--- src/rtl/gb_lcd_frame_writer.sv ---
// Converts the raw PPU pixel stream into an aligned 160x144 frame-buffer write stream.
// Define GB_LCD_FRAME_WRITER_ERRCNT_EN to add the saturating err_count output.
module gb_lcd_frame_writer #(
  parameter int unsigned H_PIX     = 160,
  parameter int unsigned V_LINES   = 144,
  parameter logic [1:0]  PAD_SHADE = 2'b00,
  parameter int unsigned ADDR_W    = 15
) (
  input  logic              GameBoy_clk,
  input  logic              GameBoy_reset,
  input  logic [1:0]        pix_in,
  input  logic              pix_valid,
  input  logic              line_start,
  input  logic              frame_start,
  input  logic              lcd_en,
  output logic [1:0]        LD,
  output logic              PX_VALID,
  output logic [ADDR_W-1:0] WR_ADDR,
  output logic              frame_done,
  output logic              err_sticky
`ifdef GB_LCD_FRAME_WRITER_ERRCNT_EN
  ,
  output logic [7:0]        err_count
`endif
);

  localparam int unsigned XW = $clog2(H_PIX + 1);
  localparam int unsigned YW = $clog2(V_LINES + 1);
  localparam logic [XW-1:0]     LP_X_END  = XW'(H_PIX);
  localparam logic [XW-1:0]     LP_X_LAST = XW'(H_PIX - 1);
  localparam logic [XW-1:0]     LP_X_ONE  = XW'(1);
  localparam logic [YW-1:0]     LP_Y_LAST = YW'(V_LINES - 1);
  localparam logic [YW-1:0]     LP_Y_ONE  = YW'(1);
  localparam logic [ADDR_W-1:0] LP_A_LAST = ADDR_W'(H_PIX * V_LINES - 1);
  localparam logic [ADDR_W-1:0] LP_A_ONE  = ADDR_W'(1);

  localparam logic [1:0] S_IDLE   = 2'd0;
  localparam logic [1:0] S_ACTIVE = 2'd1;
  localparam logic [1:0] S_PAD    = 2'd2;
  localparam logic [1:0] S_BLANK  = 2'd3;

  logic [1:0]        r_state;
  logic [XW-1:0]     r_x;
  logic [YW-1:0]     r_y;
  logic [ADDR_W-1:0] r_addr;
  logic              r_lcd_q;
  logic              r_done_pend;
  logic [1:0]        r_ld;
  logic              r_px_valid;
  logic [ADDR_W-1:0] r_wr_addr;
  logic              r_frame_done;
  logic              r_err_sticky;

  logic          w_fall;
  logic          w_take;
  logic          w_drop;
  logic          w_short;
  logic          w_pad_entry;
  logic          w_line_full;
  logic          w_frame_full;
  logic          w_err_evt;
  logic [XW-1:0] w_x_nxt;

  // The pixel is applied first; line_start then sees the post-pixel x.
  always_comb begin
    w_fall       = r_lcd_q & ~lcd_en;
    w_take       = (r_state == S_ACTIVE) && pix_valid && (r_x != LP_X_END);
    w_x_nxt      = w_take ? (r_x + LP_X_ONE) : r_x;
    w_line_full  = (w_x_nxt == LP_X_END);
    w_frame_full = w_take && w_line_full && (r_y == LP_Y_LAST);
    w_short      = frame_start && ((r_state == S_ACTIVE) || (r_state == S_PAD));
    w_drop       = pix_valid && (((r_state == S_ACTIVE) && !w_take) || (r_state == S_PAD));
    w_pad_entry  = (r_state == S_ACTIVE) && line_start && !w_line_full && (w_x_nxt != '0);
    w_err_evt    = !w_fall && (w_short || w_drop || w_pad_entry);
  end

  always_ff @(posedge GameBoy_clk or posedge GameBoy_reset) begin
    if (GameBoy_reset) begin
      r_state      <= S_IDLE;
      r_x          <= '0;
      r_y          <= '0;
      r_addr       <= '0;
      r_lcd_q      <= 1'b0;
      r_done_pend  <= 1'b0;
      r_ld         <= '0;
      r_px_valid   <= 1'b0;
      r_wr_addr    <= '0;
      r_frame_done <= 1'b0;
      r_err_sticky <= 1'b0;
    end else begin
      r_lcd_q      <= lcd_en;
      r_px_valid   <= 1'b0;
      r_done_pend  <= 1'b0;
      r_frame_done <= r_done_pend;
      if (w_err_evt) r_err_sticky <= 1'b1;

      if (w_fall) begin
        r_state <= S_BLANK;
        r_x     <= '0;
        r_y     <= '0;
        r_addr  <= '0;
      end else begin
        case (r_state)
          S_IDLE: begin
            if (frame_start && lcd_en) begin
              r_state <= S_ACTIVE;
              r_x     <= '0;
              r_y     <= '0;
              r_addr  <= '0;
            end
          end
          S_ACTIVE: begin
            if (frame_start) begin
              r_x    <= '0;
              r_y    <= '0;
              r_addr <= '0;
            end else begin
              if (w_take) begin
                r_ld       <= pix_in;
                r_px_valid <= 1'b1;
                r_wr_addr  <= r_addr;
                r_addr     <= r_addr + LP_A_ONE;
              end
              // The last line has no following line_start, so it closes on its final pixel.
              if (w_frame_full) begin
                r_done_pend <= 1'b1;
                r_state     <= S_IDLE;
                r_x         <= w_x_nxt;
              end else if (line_start && w_line_full) begin
                r_x <= '0;
                r_y <= r_y + LP_Y_ONE;
              end else begin
                r_x <= w_x_nxt;
                if (w_pad_entry) r_state <= S_PAD;
              end
            end
          end
          S_PAD: begin
            if (frame_start) begin
              r_state <= S_ACTIVE;
              r_x     <= '0;
              r_y     <= '0;
              r_addr  <= '0;
            end else begin
              r_ld       <= PAD_SHADE;
              r_px_valid <= 1'b1;
              r_wr_addr  <= r_addr;
              r_addr     <= r_addr + LP_A_ONE;
              if (r_x == LP_X_LAST) begin
                r_x <= '0;
                if (r_y == LP_Y_LAST) begin
                  r_done_pend <= 1'b1;
                  r_state     <= S_IDLE;
                end else begin
                  r_y     <= r_y + LP_Y_ONE;
                  r_state <= S_ACTIVE;
                end
              end else begin
                r_x <= r_x + LP_X_ONE;
              end
            end
          end
          default: begin
            r_ld       <= PAD_SHADE;
            r_px_valid <= 1'b1;
            r_wr_addr  <= r_addr;
            if (r_addr == LP_A_LAST) begin
              r_addr      <= '0;
              r_done_pend <= 1'b1;
              r_state     <= S_IDLE;
            end else begin
              r_addr <= r_addr + LP_A_ONE;
            end
          end
        endcase
      end
    end
  end

`ifdef GB_LCD_FRAME_WRITER_ERRCNT_EN
  logic [7:0] r_err_count;

  always_ff @(posedge GameBoy_clk or posedge GameBoy_reset) begin
    if (GameBoy_reset) begin
      r_err_count <= '0;
    end else if (w_err_evt && (r_err_count != 8'hFF)) begin
      r_err_count <= r_err_count + 8'd1;
    end
  end

  assign err_count = r_err_count;
`endif

  assign LD         = r_ld;
  assign PX_VALID   = r_px_valid;
  assign WR_ADDR    = r_wr_addr;
  assign frame_done = r_frame_done;
  assign err_sticky = r_err_sticky;

endmodule
--- config.mk ---
export PLATFORM = sky130hd
export DESIGN_NAME = gb_lcd_frame_writer
export DESIGN_NICKNAME = d
export VERILOG_FILES = /design/src/rtl/gb_lcd_frame_writer.sv
export SDC_FILE = /design/constraint.sdc
export NUM_CORES = 1
export LEC_CHECK = 0
export CAP_MARGIN = 10
export CORE_MARGIN = 2
export CORE_UTILIZATION = 45
export DETAILED_ROUTE_END_ITERATION = 7
export DONT_BUFFER_PORTS = 1
export PLACE_DENSITY_LB_ADDON = 0.15
export SETUP_SLACK_MARGIN = 0.05
export SLEW_MARGIN = 20
export SYNTH_ARGS = -nofsm -noshare
export SYNTH_HDL_FRONTEND = slang
export SYNTH_SLANG_ARGS = --single-unit
--- constraint.sdc ---
create_clock -name GameBoy_clk -period 2.4 [get_ports GameBoy_clk]
set_input_delay 0.6 -clock GameBoy_clk [delete_from_list [all_inputs] [get_ports GameBoy_clk]]
set_output_delay 0.6 -clock GameBoy_clk [all_outputs]
set_load 0.05 [all_outputs]
Yosys cells after proc, flatten, opt, wreduce, memory -nomap -nowiden
Index checks and enable logic that the tools add are counted.
{ "word_totals": {"reg_bits": 55, "inputBits": 8, "out_inout_bits": 20} }
{ "op_classes": {"addsub": 3, "n_eq_ne": 19, "n_mux": 56, "bitwise_logic": 4, "reduce_logical": 29} }
{ "ops": {"columns": ["op", "count"], "rows": [
  ["$mux 15", 9],
  ["$mux 8", 15],
  ["$pmux 15 s3", 2],
  ["$pmux 8 s3", 2],
  ["$eq 8x8->1 const B", 3],
  ["$mux 2", 12],
  ["$ne 4x4->1 const B", 5],
  ["$add 8x1->8 const B", 2],
  ["$add 15x1->15 const B", 1],
  ["$eq 15x15->1 const B", 1],
  ["$logic_and 1x1->1", 13],
  ["$mux 1", 12],
  ["$pmux 2 s3", 2],
  ["$reduce_and 6->1", 2],
  ["$ne 4x3->1 const B", 2],
  ["$ne 8x8->1 const B", 1],
  ["$reduce_bool 8->1", 1],
  ["$ne 2x2->1 const B", 3],
  ["$ne 3x3->1 const B", 2],
  ["$pmux 1 s3", 2],
  ["$reduce_and 5->1", 1],
  ["$reduce_bool 5->1", 1],
  ["$logic_or 1x1->1", 4],
  ["$reduce_and 2->1", 2],
  ["7 further kinds", 11]
]} }

Longest topological paths before layout
{ "depth": {"word_depth": 14, "mapped_depth": 10, "ltp_nobuf": 9} }

Worst setup path before layout
Ideal clock, no wire load.
{ "synth_timing": {"path_kind": "register -> register", "start": "register r_x[1]", "end": "register r_wr_addr[0], in the netlist WR_ADDR[0]", "setup_ns": 0.128, "arrival_time_ns": 2.194, "slack_ns": 0.078, "path_stages_with_launch": 10, "path_buffers": 2, "period_less_slack_ns": 2.322, "path_cell_list": "dfrtp_1 clkbuf_1 inv_1 ha_1 nand4b_4 o31ai_2 a21oi_1 o211ai_2 buf_6 mux2_1"} }
{ "synth_via": {"elab_chain_cells": 4} }
{ "synth_rtl": {"columns": ["item", "line_no", "rtl"], "rows": [
  ["from (decl)", "43", "logic [XW-1:0] r_x;"],
  ["from (signal assigned)", "128", "r_x <= w_x_nxt;"],
  ["from (signal assigned)", "133", "r_x <= w_x_nxt;"],
  ["from (signal assigned)", "159", "r_x <= r_x + LP_X_ONE;"],
  ["$ne 8x8->1", "67", "w_take = (r_state == S_ACTIVE) && pix_valid && (r_x != LP_X_END);"],
  ["$logic_and 1x1->1", "67", null],
  ["$ne 2x2->1 (no source line)", null, null],
  ["$reduce_and 5->1 (no source line)", null, null],
  ["to (signal assigned)", "121", "r_wr_addr <= r_addr;"],
  ["to (signal assigned)", "147", "r_wr_addr <= r_addr;"],
  ["to (signal assigned)", "166", "r_wr_addr <= r_addr;"],
  ["to (decl)", "50", "logic [ADDR_W-1:0] r_wr_addr;"]
]} }
No other way between the ends.
A chain may end at the register's enable or synchronous reset.

Worst setup path in the final report
{ "layout_timing": {"start": "register r_x[1]", "end": "register r_x[3]"} }
{ "layout_via": {"elab_chain_cells": 10, "elab_cells_between_ends": 16, "cone_classes": "add/sub (1); eq/ne (3); mux (8); reduce/logical (4)"} }
{ "layout_rtl": {"columns": ["item", "line_no", "rtl"], "rows": [
  ["branches (longest 8 deep; another with $add 8x1->8)", null, null],
  ["$pmux 8 s3 (*)", "103", "case (r_state)"],
  ["$mux 8 (*)", "97", "if (w_fall) begin"]
]} }
Every way passes the cells marked *.

==> impl_metrics.json <==
{
  "status": "complete, no violations",
  "critPathLaunchType": "register",
  "placed_cells": 468,
  "detail_route.wl_per_cell_um": 16.59,
  "vias": 2807,
  "ys_seq_area_frac": 0.4132,
  "hp-class": "in2async",
  "diodes": 0,
  "clkTransAtPathRegs_ns": 0.11,
  "syn_nets": 373,
  "max_slew.worst_pin.slew_ns": 0.5049,
  "skew_ns": 0.009751,
  "clockBufferDepth": 2,
  "whs_ns": 0.1702,
  "grt_pass1_vias": 2613,
  "post-route-period-util": 0.9583,
  "finalHoldViolCount": 0,
  "gp_congestion": 0.8709,
  "crit_type": "reg2reg",
  "cts_inserted_buffers": 5,
  "arrival_ns": 2.51,
  "synth_compound_area_frac": 0.2318,
  "drc_errors": 0,
  "postRouteAntennaNets": 0,
  "fill_cells": 690,
  "slowest_delay_ns": 0.44,
  "ys_types": 73,
  "area_growth_pct": 16.42,
  "p_int_uw": 1923,
  "num_rows": 31,
  "syn-instance-count": 357,
  "min_period_ns": 2.300,
  "cts_sinks": 55,
  "die-area_um2": 8105,
  "synthAdderAreaFrac": 0.03005,
  "wl_met1_um": 3621,
  "synth-simple-area-share": 0.2254,
  "rsz0062_at_grt": "yes",
  "cp_slowest_cell": "dfrtp_1",
  "setup_violations": 0,
  "finalMaxSlewViolations": 0,
  "power_frac_comb": 0.484,
  "drive_above_1_share": 0.2552,
  "fmax_mhz": 434.8,
  "dpl.hpwl_um": 5791,
  "cp.required_ns": 2.61,
  "synth_area_per_cell_um2": 9.330,
  "synth_top_family_by_area": "compound AO/OA/AOI/OAI gates",
  "ys_warn_count": 0,
  "reg2reg_setup_slack_ns": 0.10,
  "grt_start_max_net_pins": 36,
  "cp_cell_sequence": "inv_1, ha_2, and2b_2, o311ai_2, o22ai_4, o211ai_4, o21ai_4, buf_4, a211o_2, o311ai_2",
  "wl_met2_um": 3990,
  "cts_tree": "done",
  "drtIter0Drc": 123,
  "p_switching_uw": 1525,
  "clkLatencyLatePin_ns": 0.32,
  "p_clk_frac": 0.159,
  "vias_per_cell": 5.812,
  "netlist_top_cells_area": "dfrtp_1 41%, o21ai_0 5.4%, nand2_1 3.8%",
  "slew_headroom": 0.6622,
  "synthMuxAreaShare": 0.05372,
  "ioPinCount": 28,
  "layoutNonFillerInstCount": 483,
  "core-area_um2": 7214,
  "nNetsFinal": 399,
  "crit_path_max_fanout": 5,
  "async_reset_ff_frac": 1.000,
  "maxCapViolCount": 0,
  "p_sw_frac": 0.4421,
  "fin_area_um2": 3877,
  "crit_path_frequent_cell": "o311ai_2",
  "drt-pass1-iter-count": 4,
  "clockRootBuffer": "clkbuf_8",
  "cts.htree.levels": 2,
  "synth_top_area_share": 0.4132,
  "highest_layer": "met4",
  "route.met3.wl_um": 290,
  "grt_usage": 0.1977,
  "grt-ovfl-total": 0,
  "netlist_area_um2": 3331,
  "leakagePower_uw": 0.001726,
  "irDropWorstVdd_v": 0.0005553,
  "initial_utilization": 0.4617,
  "synth_area_leader_cell": "dfrtp_1",
  "portBuffers": 0,
  "dpl_cell_area_um2": 3601,
  "yosys_register_bits": 55,
  "powerDensity_nw_per_um2": 889.2,
  "synth_edf_count": 0,
  "end_kind": "register",
  "ys.flop_type": "dfrtp_1",
  "antenna_found_initial": 0,
  "drt-total-wl_um": 8014,
  "die-width_um": 90.03,
  "die-height_um": 90.03,
  "synth_xor_area_frac": 0.007889,
  "p_seq_frac": 0.356,
  "grt_pass1_wl_um": 13160
}
power groups by stage:
stage | clock (µW) | combinational (µW) | sequential (µW)
floorplan | 0 | 1030 | 1240
global placement | 0 | 1500 | 1250
detailed placement | 0 | 1520 | 1250
CTS | 559 | 1530 | 1230
global route | 612 | 1850 | 1240
finish | 549 | 1670 | 1230
kinds of logic (layout without fill, tap and decap cells):
logic type      Yosys count  in the layout
fa+ha+maj                 8              8
mux                      16             16
xor+xnor                  3              3
compound gates          108            108
flops                    55             55
buf+inv                  26             53
simple gates            141            141
cell usage after synthesis (7+ instances only):
cell,count
dfrtp_1,55
nand2_1,34
nor2_1,28
o21ai_1,11
inv_1,10
nor2b_1,9
ha_1,8
nand3_1,19
and3_1,7
a21oi_1,14
mux2_2,9
buf_2,8
o21ai_0,36
nand2b_1,7
nor3_1,8
flip-flops by register name, indices dropped and copies added (netlist names):
signal and count:
r_done_pend 1, r_lcd_q 1, r_x 8, WR_ADDR 15, err_sticky 1, PX_VALID 1
LD 2, r_addr 15, r_state 2, frame_done 1, r_y 8
routing by layer:
| metal | GRT usage | vias up |
|---|---|---|
| met5 | 0 | - |
| met4 | 0.06410 | 0 |
| met3 | 0.03185 | 11 |
| met2 | 0.3183 | 55 |
| met1 | 0.2733 | 1377 |
| li1 | - | 1364 |
final cells by class:
| type | count | area (µm²) | share of cell area |
|---|---|---|---|
| clock buffers | 5 | 68.82 | 0.01775 |
| clock inverters | 3 | 22.52 | 0.005808 |
| inverters | 10 | 37.54 | 0.009681 |
| multi-input cells | 276 | 1957 | 0.5047 |
| flip-flops and latches | 55 | 1376 | 0.3550 |
| well taps | 99 | 123.9 | 0.03195 |
| repair buffers | 35 | 291.5 | 0.07519 |
path summary, 6_finish.rpt:
check | from | end | cells past startpoint
max | r_x[1]$_DFFE_PP0P_ | r_x[3]$_DFFE_PP0P_ | 10
min | GameBoy_reset | r_x[2]$_DFFE_PP0P_ | 1
max reg2reg | r_x[1]$_DFFE_PP0P_ | r_x[3]$_DFFE_PP0P_ | 10
min reg2reg | r_done_pend$_DFF_PP0_ | frame_done$_DFF_PP0_ | 0
max in group asynchronous | GameBoy_reset | r_addr[8]$_DFFE_PP0P_ | 2
min in group GameBoy_clk | lcd_en | r_lcd_q$_DFF_PP0_ | 0
metrics by stage:
step                utilization  setup WS, ns   TNS [ns]  total power, µW
finish                   0.5375        0.1002          0             3448
global route             0.5375      -0.01081   -0.01081             3703
CTS                      0.5128       0.02259          0             3323
detailed placement       0.4991     -0.006622  -0.006622             2771
global placement         0.4991       0.08096          0             2747
floorplan                     -       0.07804          0             2264
critical path: cells and delay by family (launching register included):
kind	cells	cell delay, ns
flip-flops	1	0.44
buffers and inverters	2	0.25
AO/OA/AOI/OAI	6	0.98
adder cells (fa/ha/maj)	1	0.27
AND/OR/NAND/NOR	1	0.25
placed cells by master, fill, tap and decap left out, drive strengths merged, types with 3 or more instances in the layout:
cell / count
a211o: 3
nand4: 6
clkbuf: 5
or2: 3
dfrtp: 55
o21ai: 49
buf: 35
nand2: 34
and2: 3
and3: 8
mux2: 15
o311ai: 4
a21oi: 15
nor3: 9
o31ai: 8
ha: 8
inv: 12
or3: 3
o211a: 3
nor2b: 9
nand2b: 7
nand3: 20
nor2: 28
repair_timing:
item | in CTS | in global routing
hold endpoints to repair | 0 | 0
gates resized for setup | 1 | 27
pin swaps | 1 | 9
endpoints found under the setup margin | 3 | 38
hold buffers | 0 | 0
buffers inserted | 1 | 6
Power figures use the tool's default switching activity.
